## src/rtl/jk_excite_driver_if.sv

```systemverilog
// Handshake bundle for jk_excite_driver: offers one 8-bit target Q word.
// The master (producer) drives in_valid/in_data; the slave (driver) answers
// with in_ready, which is high only while the driver is idle.
interface jk_excite_driver_if;
  logic       in_valid;
  logic [7:0] in_data;
  logic       in_ready;

  modport master (
    output in_valid,
    output in_data,
    input  in_ready
  );

  modport slave (
    input  in_valid,
    input  in_data,
    output in_ready
  );
endinterface

```

## src/rtl/jk_excite_driver.sv

```systemverilog
// jk_excite_driver: accepts an 8-bit target Q sequence and drives the J/K
// inputs of an external JK flip-flop so that its Q follows the sequence, MSB
// first, one bit per clock. Each driven bit is checked against the observed Q
// one cycle later. Mismatches raise a pulse and bump a saturating counter.
//
// Build option: define JK_TOGGLE_EN to make every required Q change use the
// toggle excitation (j=1,k=1) instead of the set/reset excitation.
module jk_excite_driver (
  input  logic                clk,
  input  logic                clr,
  jk_excite_driver_if.slave   inBus,
  input  logic                q_fb,
  output logic                j,
  output logic                k,
  output logic                busy,
  output logic                done,
  output logic                mismatch,
  output logic [7:0]          err_cnt
);

  typedef enum logic [1:0] {
    IDLE  = 2'd0,
    DRIVE = 2'd1,
    CHECK = 2'd2
  } state_t;

  state_t      r_state;
  state_t      w_nextState;

  logic [7:0]  r_shiftReg;
  logic [2:0]  r_bitCnt;
  logic        r_expBit;
  logic        r_chkVld;
  logic        r_done;
  logic        r_mismatch;
  logic [7:0]  r_errCnt;

  logic        w_accept;
  logic        w_inReady;
  logic        w_busy;
  logic        w_driving;
  logic        w_target;
  logic        w_compareFail;
  logic        w_j;
  logic        w_k;

  // Pending comparison result: the bit driven last cycle should now be on Q.
  assign w_compareFail = r_chkVld && (q_fb != r_expBit);

  // The bit currently being driven is always the shift register MSB.
  assign w_target = r_shiftReg[7];

  // State register; clr forces IDLE regardless of any handshake.
  always_ff @(posedge clk) begin
    if (clr) begin
      r_state <= IDLE;
    end else begin
      r_state <= w_nextState;
    end
  end

  // Next-state logic and state-decoded control signals.
  always_comb begin
    w_nextState = r_state;
    w_accept    = 1'b0;
    w_inReady   = 1'b0;
    w_busy      = 1'b0;
    w_driving   = 1'b0;
    case (r_state)
      IDLE: begin
        w_inReady = 1'b1;
        if (inBus.in_valid) begin
          w_accept    = 1'b1;
          w_nextState = DRIVE;
        end
      end
      DRIVE: begin
        w_busy    = 1'b1;
        w_driving = 1'b1;
        if (r_bitCnt == 3'd0) begin
          w_nextState = CHECK;
        end
      end
      CHECK: begin
        w_busy      = 1'b1;
        w_nextState = IDLE;
      end
      default: begin
        w_nextState = IDLE;
      end
    endcase
  end

  // Excitation from the target bit and the observed Q; quiet outside DRIVE.
  always_comb begin
    w_j = 1'b0;
    w_k = 1'b0;
    if (w_driving) begin
`ifdef JK_TOGGLE_EN
      if (w_target != q_fb) begin
        w_j = 1'b1;
        w_k = 1'b1;
      end
`else
      if (w_target && !q_fb) begin
        w_j = 1'b1;
      end
      if (!w_target && q_fb) begin
        w_k = 1'b1;
      end
`endif
    end
  end

  // Word datapath: load on accept, shift out one bit per DRIVE cycle and
  // remember it so it can be compared against Q on the following edge.
  always_ff @(posedge clk) begin
    if (clr) begin
      r_shiftReg <= 8'd0;
      r_bitCnt   <= 3'd0;
      r_expBit   <= 1'b0;
      r_chkVld   <= 1'b0;
      r_done     <= 1'b0;
    end else begin
      r_done <= 1'b0;
      case (r_state)
        IDLE: begin
          if (w_accept) begin
            r_shiftReg <= inBus.in_data;
            r_bitCnt   <= 3'd7;
          end
        end
        DRIVE: begin
          r_shiftReg <= {r_shiftReg[6:0], 1'b0};
          r_expBit   <= w_target;
          r_chkVld   <= 1'b1;
          r_bitCnt   <= r_bitCnt - 3'd1;
        end
        CHECK: begin
          r_chkVld <= 1'b0;
          r_done   <= 1'b1;
        end
        default: begin
          r_chkVld <= 1'b0;
        end
      endcase
    end
  end

  // Mismatch pulse and saturating error counter, fed by the pending compare.
  always_ff @(posedge clk) begin
    if (clr) begin
      r_mismatch <= 1'b0;
      r_errCnt   <= 8'd0;
    end else begin
      r_mismatch <= w_compareFail;
      if (w_compareFail && (r_errCnt != 8'hFF)) begin
        r_errCnt <= r_errCnt + 8'd1;
      end
    end
  end

  assign inBus.in_ready = w_inReady;
  assign j              = w_j;
  assign k              = w_k;
  assign busy           = w_busy;
  assign done           = r_done;
  assign mismatch       = r_mismatch;
  assign err_cnt        = r_errCnt;

endmodule
```

## src/flat_wrapper.sv

```systemverilog
// flat-port wrapper written by rule: the top's interface ports become plain ports
module jk_excite_driver_flat 
  (clk, clr, q_fb, j, k, busy, done, mismatch, err_cnt, inBus_in_valid, inBus_in_data, inBus_in_ready);
  jk_excite_driver_if inBus_i ();
  input  logic clk;
  input  logic clr;
  input  logic q_fb;
  output logic j;
  output logic k;
  output logic busy;
  output logic done;
  output logic mismatch;
  output logic [7:0] err_cnt;
  input wire logic [$bits(inBus_i.in_valid)-1:0] inBus_in_valid;
  input wire logic [$bits(inBus_i.in_data)-1:0] inBus_in_data;
  output wire logic [$bits(inBus_i.in_ready)-1:0] inBus_in_ready;
  assign inBus_i.in_valid = inBus_in_valid;
  assign inBus_i.in_data = inBus_in_data;
  assign inBus_in_ready = inBus_i.in_ready;
  jk_excite_driver u_core (.clk(clk), .clr(clr), .inBus(inBus_i), .q_fb(q_fb), .j(j), .k(k), .busy(busy), .done(done), .mismatch(mismatch), .err_cnt(err_cnt));
endmodule
```

## config.mk

```make
export PLATFORM = sky130hd
export DESIGN_NAME = jk_excite_driver_flat
export DESIGN_NICKNAME = d
export VERILOG_FILES = /design/src/rtl/jk_excite_driver_if.sv /design/src/rtl/jk_excite_driver.sv /design/src/flat_wrapper.sv
export SDC_FILE = /design/constraint.sdc
export NUM_CORES = 1
export LEC_CHECK = 0
export CORE_AREA = 4 4 54 66
export CTS_CLUSTER_SIZE = 14
export DETAILED_ROUTE_END_ITERATION = 6
export DIE_AREA = 0 0 58 70
export PLACE_DENSITY = 0.76
export RECOVER_POWER = 100
export SLEW_MARGIN = 20
export SYNTH_ARGS = -nofsm -noshare
export SYNTH_HDL_FRONTEND = slang
export SYNTH_SLANG_ARGS = --single-unit
```

## constraint.sdc

```tcl
create_clock -name clk -period 2.4 [get_ports clk]
set_input_delay 0.48 -clock clk [delete_from_list [all_inputs] [get_ports clk]]
set_output_delay 0.48 -clock clk [all_outputs]
set_load 0.01 [all_outputs]
```

==> flow_summary_export.csv <==
group,metric,value,unit
floorplan,initial_utilization,0.432,
sta,min_period_over_period,0.923,
critical_path,reg2reg_from,"u_core.r_state[1]$_SDFFE_PP0P_",
synthesis,syn-cell-area,0.00128,mm^2
critical_path,worst_setup_path_start_kind,"flop",
critical_path,critical_path_required,1.92,ns
floorplan,chipWidth,58,um
sta,setup_viol,0,
clock_tree,cts_buffer_depth,2,
synthesis,synth_cell_types,37,
min_path,worstHoldPathCells,2,
synthesis,synth_top_cell_by_area,"dfxtp_1",
global_route,grt_overflow,0,
critical_path,r2r_end,"u_core.r_shiftReg[4]$_SDFFE_PP0P_",
floorplan,die_y,70,um
placed_design,globalplace.congestion,0.741,
clock_tree,cts_resized,0,
clock_tree,worstSkewPairLatency,0.32,ns
pwr,p_leak,0.610,nW
synthesis,synth_area_leaders,"dfxtp_1 39%, a211oi_1 8.8%, mux2i_1 7.0%",
final_layout,layoutNonFillerInstCount,196,
synthesis,ys_ff_latch,25,
synthesis,synth_seq_area_share,0.390,
drt,drt-total-wl,2410,um
global_route,grt_usage,0.128,
synthesis,synth_top_area_share,0.390,
drt,dr.first_iter.drc_count,23,
pwr,cellPowerDensity,575,mW/mm^2
drt,vias_per_cell,5.45,
outcome,status,"complete, no violations",
critical_path,arrival,1.74,ns
drt,drtAntennaViolNets,0,
sta,finalMaxSlewViolations,0,
synthesis,syn_avg_cell_area,9.58,um^2
sta,rsz0062_at_grt,"no",
critical_path,worst_setup_path_end_kind,"output port",
global_route,grt_start_max_net_pins,19,
synthesis,yosysWarnings,0,
synthesis,syn_inst,134,
placed_design,port_buffers,25,
clock_tree,cts_tree,"yes",
pwr,ir_drop,0.000332,V
global_route,antenna_found_initial,0,
sta,skew,0.00716,ns
drt,drt-wirelength-per-cell,12.3,um
floorplan,ios,26,
clock_tree,root_buffer,"clkbuf_4",
drt,dr_wl_met2,1260,um
critical_path,rrSetupSlack,0.36,ns
drt,drc,0,
global_route,grt_pass1_vias,1044,
synthesis,yosysMostFrequentCell,"dfxtp_1",
clock_tree,cts.clk_slew.worst_paths,0.14,ns
floorplan,fp-row-count,22,
synthesis,netlist_top_cells_count,"25 x dfxtp_1, 15 x a211oi_1, 15 x nor2_1",
global_route,grt_first_pass_wirelength,4280,um
clock_tree,cts_sinks,25,
floorplan,coreArea,0.00297,mm^2
synthesis,yosys_most_used_dff,"dfxtp_1",
critical_path,worstPathMaxFanout,6,
synthesis,synth-async-reset-ratio,0,
final_layout,syn2layout_area_growth,22.7,%
min_path,hold_class,"reg -> reg",
final_layout,fin_nets,180,
min_path,min_to,"u_core.r_shiftReg[0]$_SDFFE_PP0P_",
critical_path,path_class,"reg -> out",
critical_path,rr_worst_depth,6,
drt,vias,1069,
sta,fmax,451,MHz
critical_path,startpoint,"u_core.r_state[0]$_SDFFE_PP0P_",
drt,top_layer,"met4",
sta,relSlewSlack,0.484,
clock_tree,cts_inserted_buffers,3,
clock_tree,cts-htree-levels,1,
min_path,min-delay-start,"u_core.r_shiftReg[0]$_SDFFE_PP0P_",
drt,wl_met1,996,um
drt,wl_met3,140,um
sta,min_period,2.22,ns
sta,tightest_slew,0.774,ns
final_layout,drive_above_1_share,0.0813,
synthesis,synth_edf_count,0,
floorplan,die_area,0.00406,mm^2
drt,drt_first_pass_iters,6,
placed_design,post-place-cells,192,
clock_tree,post_cts_buffers,0,
sta,hold_viol,0,
clock_tree,cts_hold_buffers,0,
placed_design,dp_hpwl,1890,um
final_layout,antenna_cells,0,
synthesis,synth_nets,153,
run,cap_viol_max_count,0,
sta,setup_tns,0,ns
[logic make-up (layout without fill, tap and decap cells)]
kind of cell,count (synthesis),after routing,synth area share
AO/OA/AOI/OAI,26,26,0.151
XOR/XNOR,2,2,0.0195
adder cells (fa/ha/maj),7,7,0.0682
buffers and inverters,15,41,0.0643
flip-flops,25,25,0.390
multiplexers,13,13,0.105
AND/OR/NAND/NOR,46,46,0.202
[cell type report]
class | count | area [um^2]
Fill cell | 294 | 1400
Multi-Input combinational cell | 94 | 701
Sequential cell | 25 | 500
Timing Repair Buffer | 29 | 269
Tap cell | 36 | 45.0
Inverter | 8 | 30.0
Clock buffer | 3 | 22.5
Clock inverter | 1 | 7.51
[per-layer routing]
metal | up-vias | GRT usage
met5 | - | 0
met4 | 0 | 0.0515
met1 | 499 | 0.143
li1 | 539 | -
met3 | 2 | 0.0222
met2 | 29 | 0.231
[placed cells by master, fill, tap and decap left out, types with 2 or more instances in the layout]
cell,count
dfxtp_1,25
nand4b_1,2
nand2_1,3
inv_1,8
mux2i_1,9
nor2b_1,4
nand3_1,3
clkbuf_4,3
dlygate4sd3_1,13
nor2_1,15
ha_1,7
a211oi_1,15
nor3_1,2
clkdlybuf4s50_1,12
nand2b_1,6
nand4_1,2
a21oi_1,4
clkbuf_1,3
mux2_2,4
[worst max-delay path, cell delays in order, from the launching register on]
cell           delay, ns
dfxtp_1             0.41
inv_1               0.08
ha_1                0.29
dlygate4sd3_1       0.64
[registers in the layout (all words and copies together) (netlist names)]
| register | cells |
|---|---|
| u_core.err_cnt | 8 |
| u_core.r_expBit | 1 |
| u_core.done | 1 |
| u_core.r_state | 2 |
| u_core.r_chkVld | 1 |
| u_core.r_shiftReg | 8 |
| u_core.r_bitCnt | 3 |
| u_core.mismatch | 1 |
[power breakdown]
group          switching, mW  internal [mW]
logic                  0.116          0.111
clock network          0.134         0.0637
registers             0.0263          0.455
[through the flow]
step                setup slack [ns]  power (mW)   util  hold slack (ns)  cell area [um^2]
floorplan                      0.694       0.655      -            0.437              1280
global placement               0.242       0.719  0.524            0.452              1560
detailed placement             0.237       0.731  0.524            0.471              1560
CTS                            0.169       0.928  0.534            0.490              1590
global route                  0.0761       0.971  0.530            0.511              1580
finish                         0.185       0.906  0.530            0.485              1580
[how the worst max path moves through the flow]
stage / endpoint / slack [ns]
6_report: inBus_in_ready / 0.18
5_1_grt: j / 0.08
4_1_cts: j / 0.17
3_5_place_dp: k / 0.24
3_3_place_gp: k / 0.24
2_1_floorplan: j / 0.69
No activity file was read; power rests on OpenSTA's default activity.
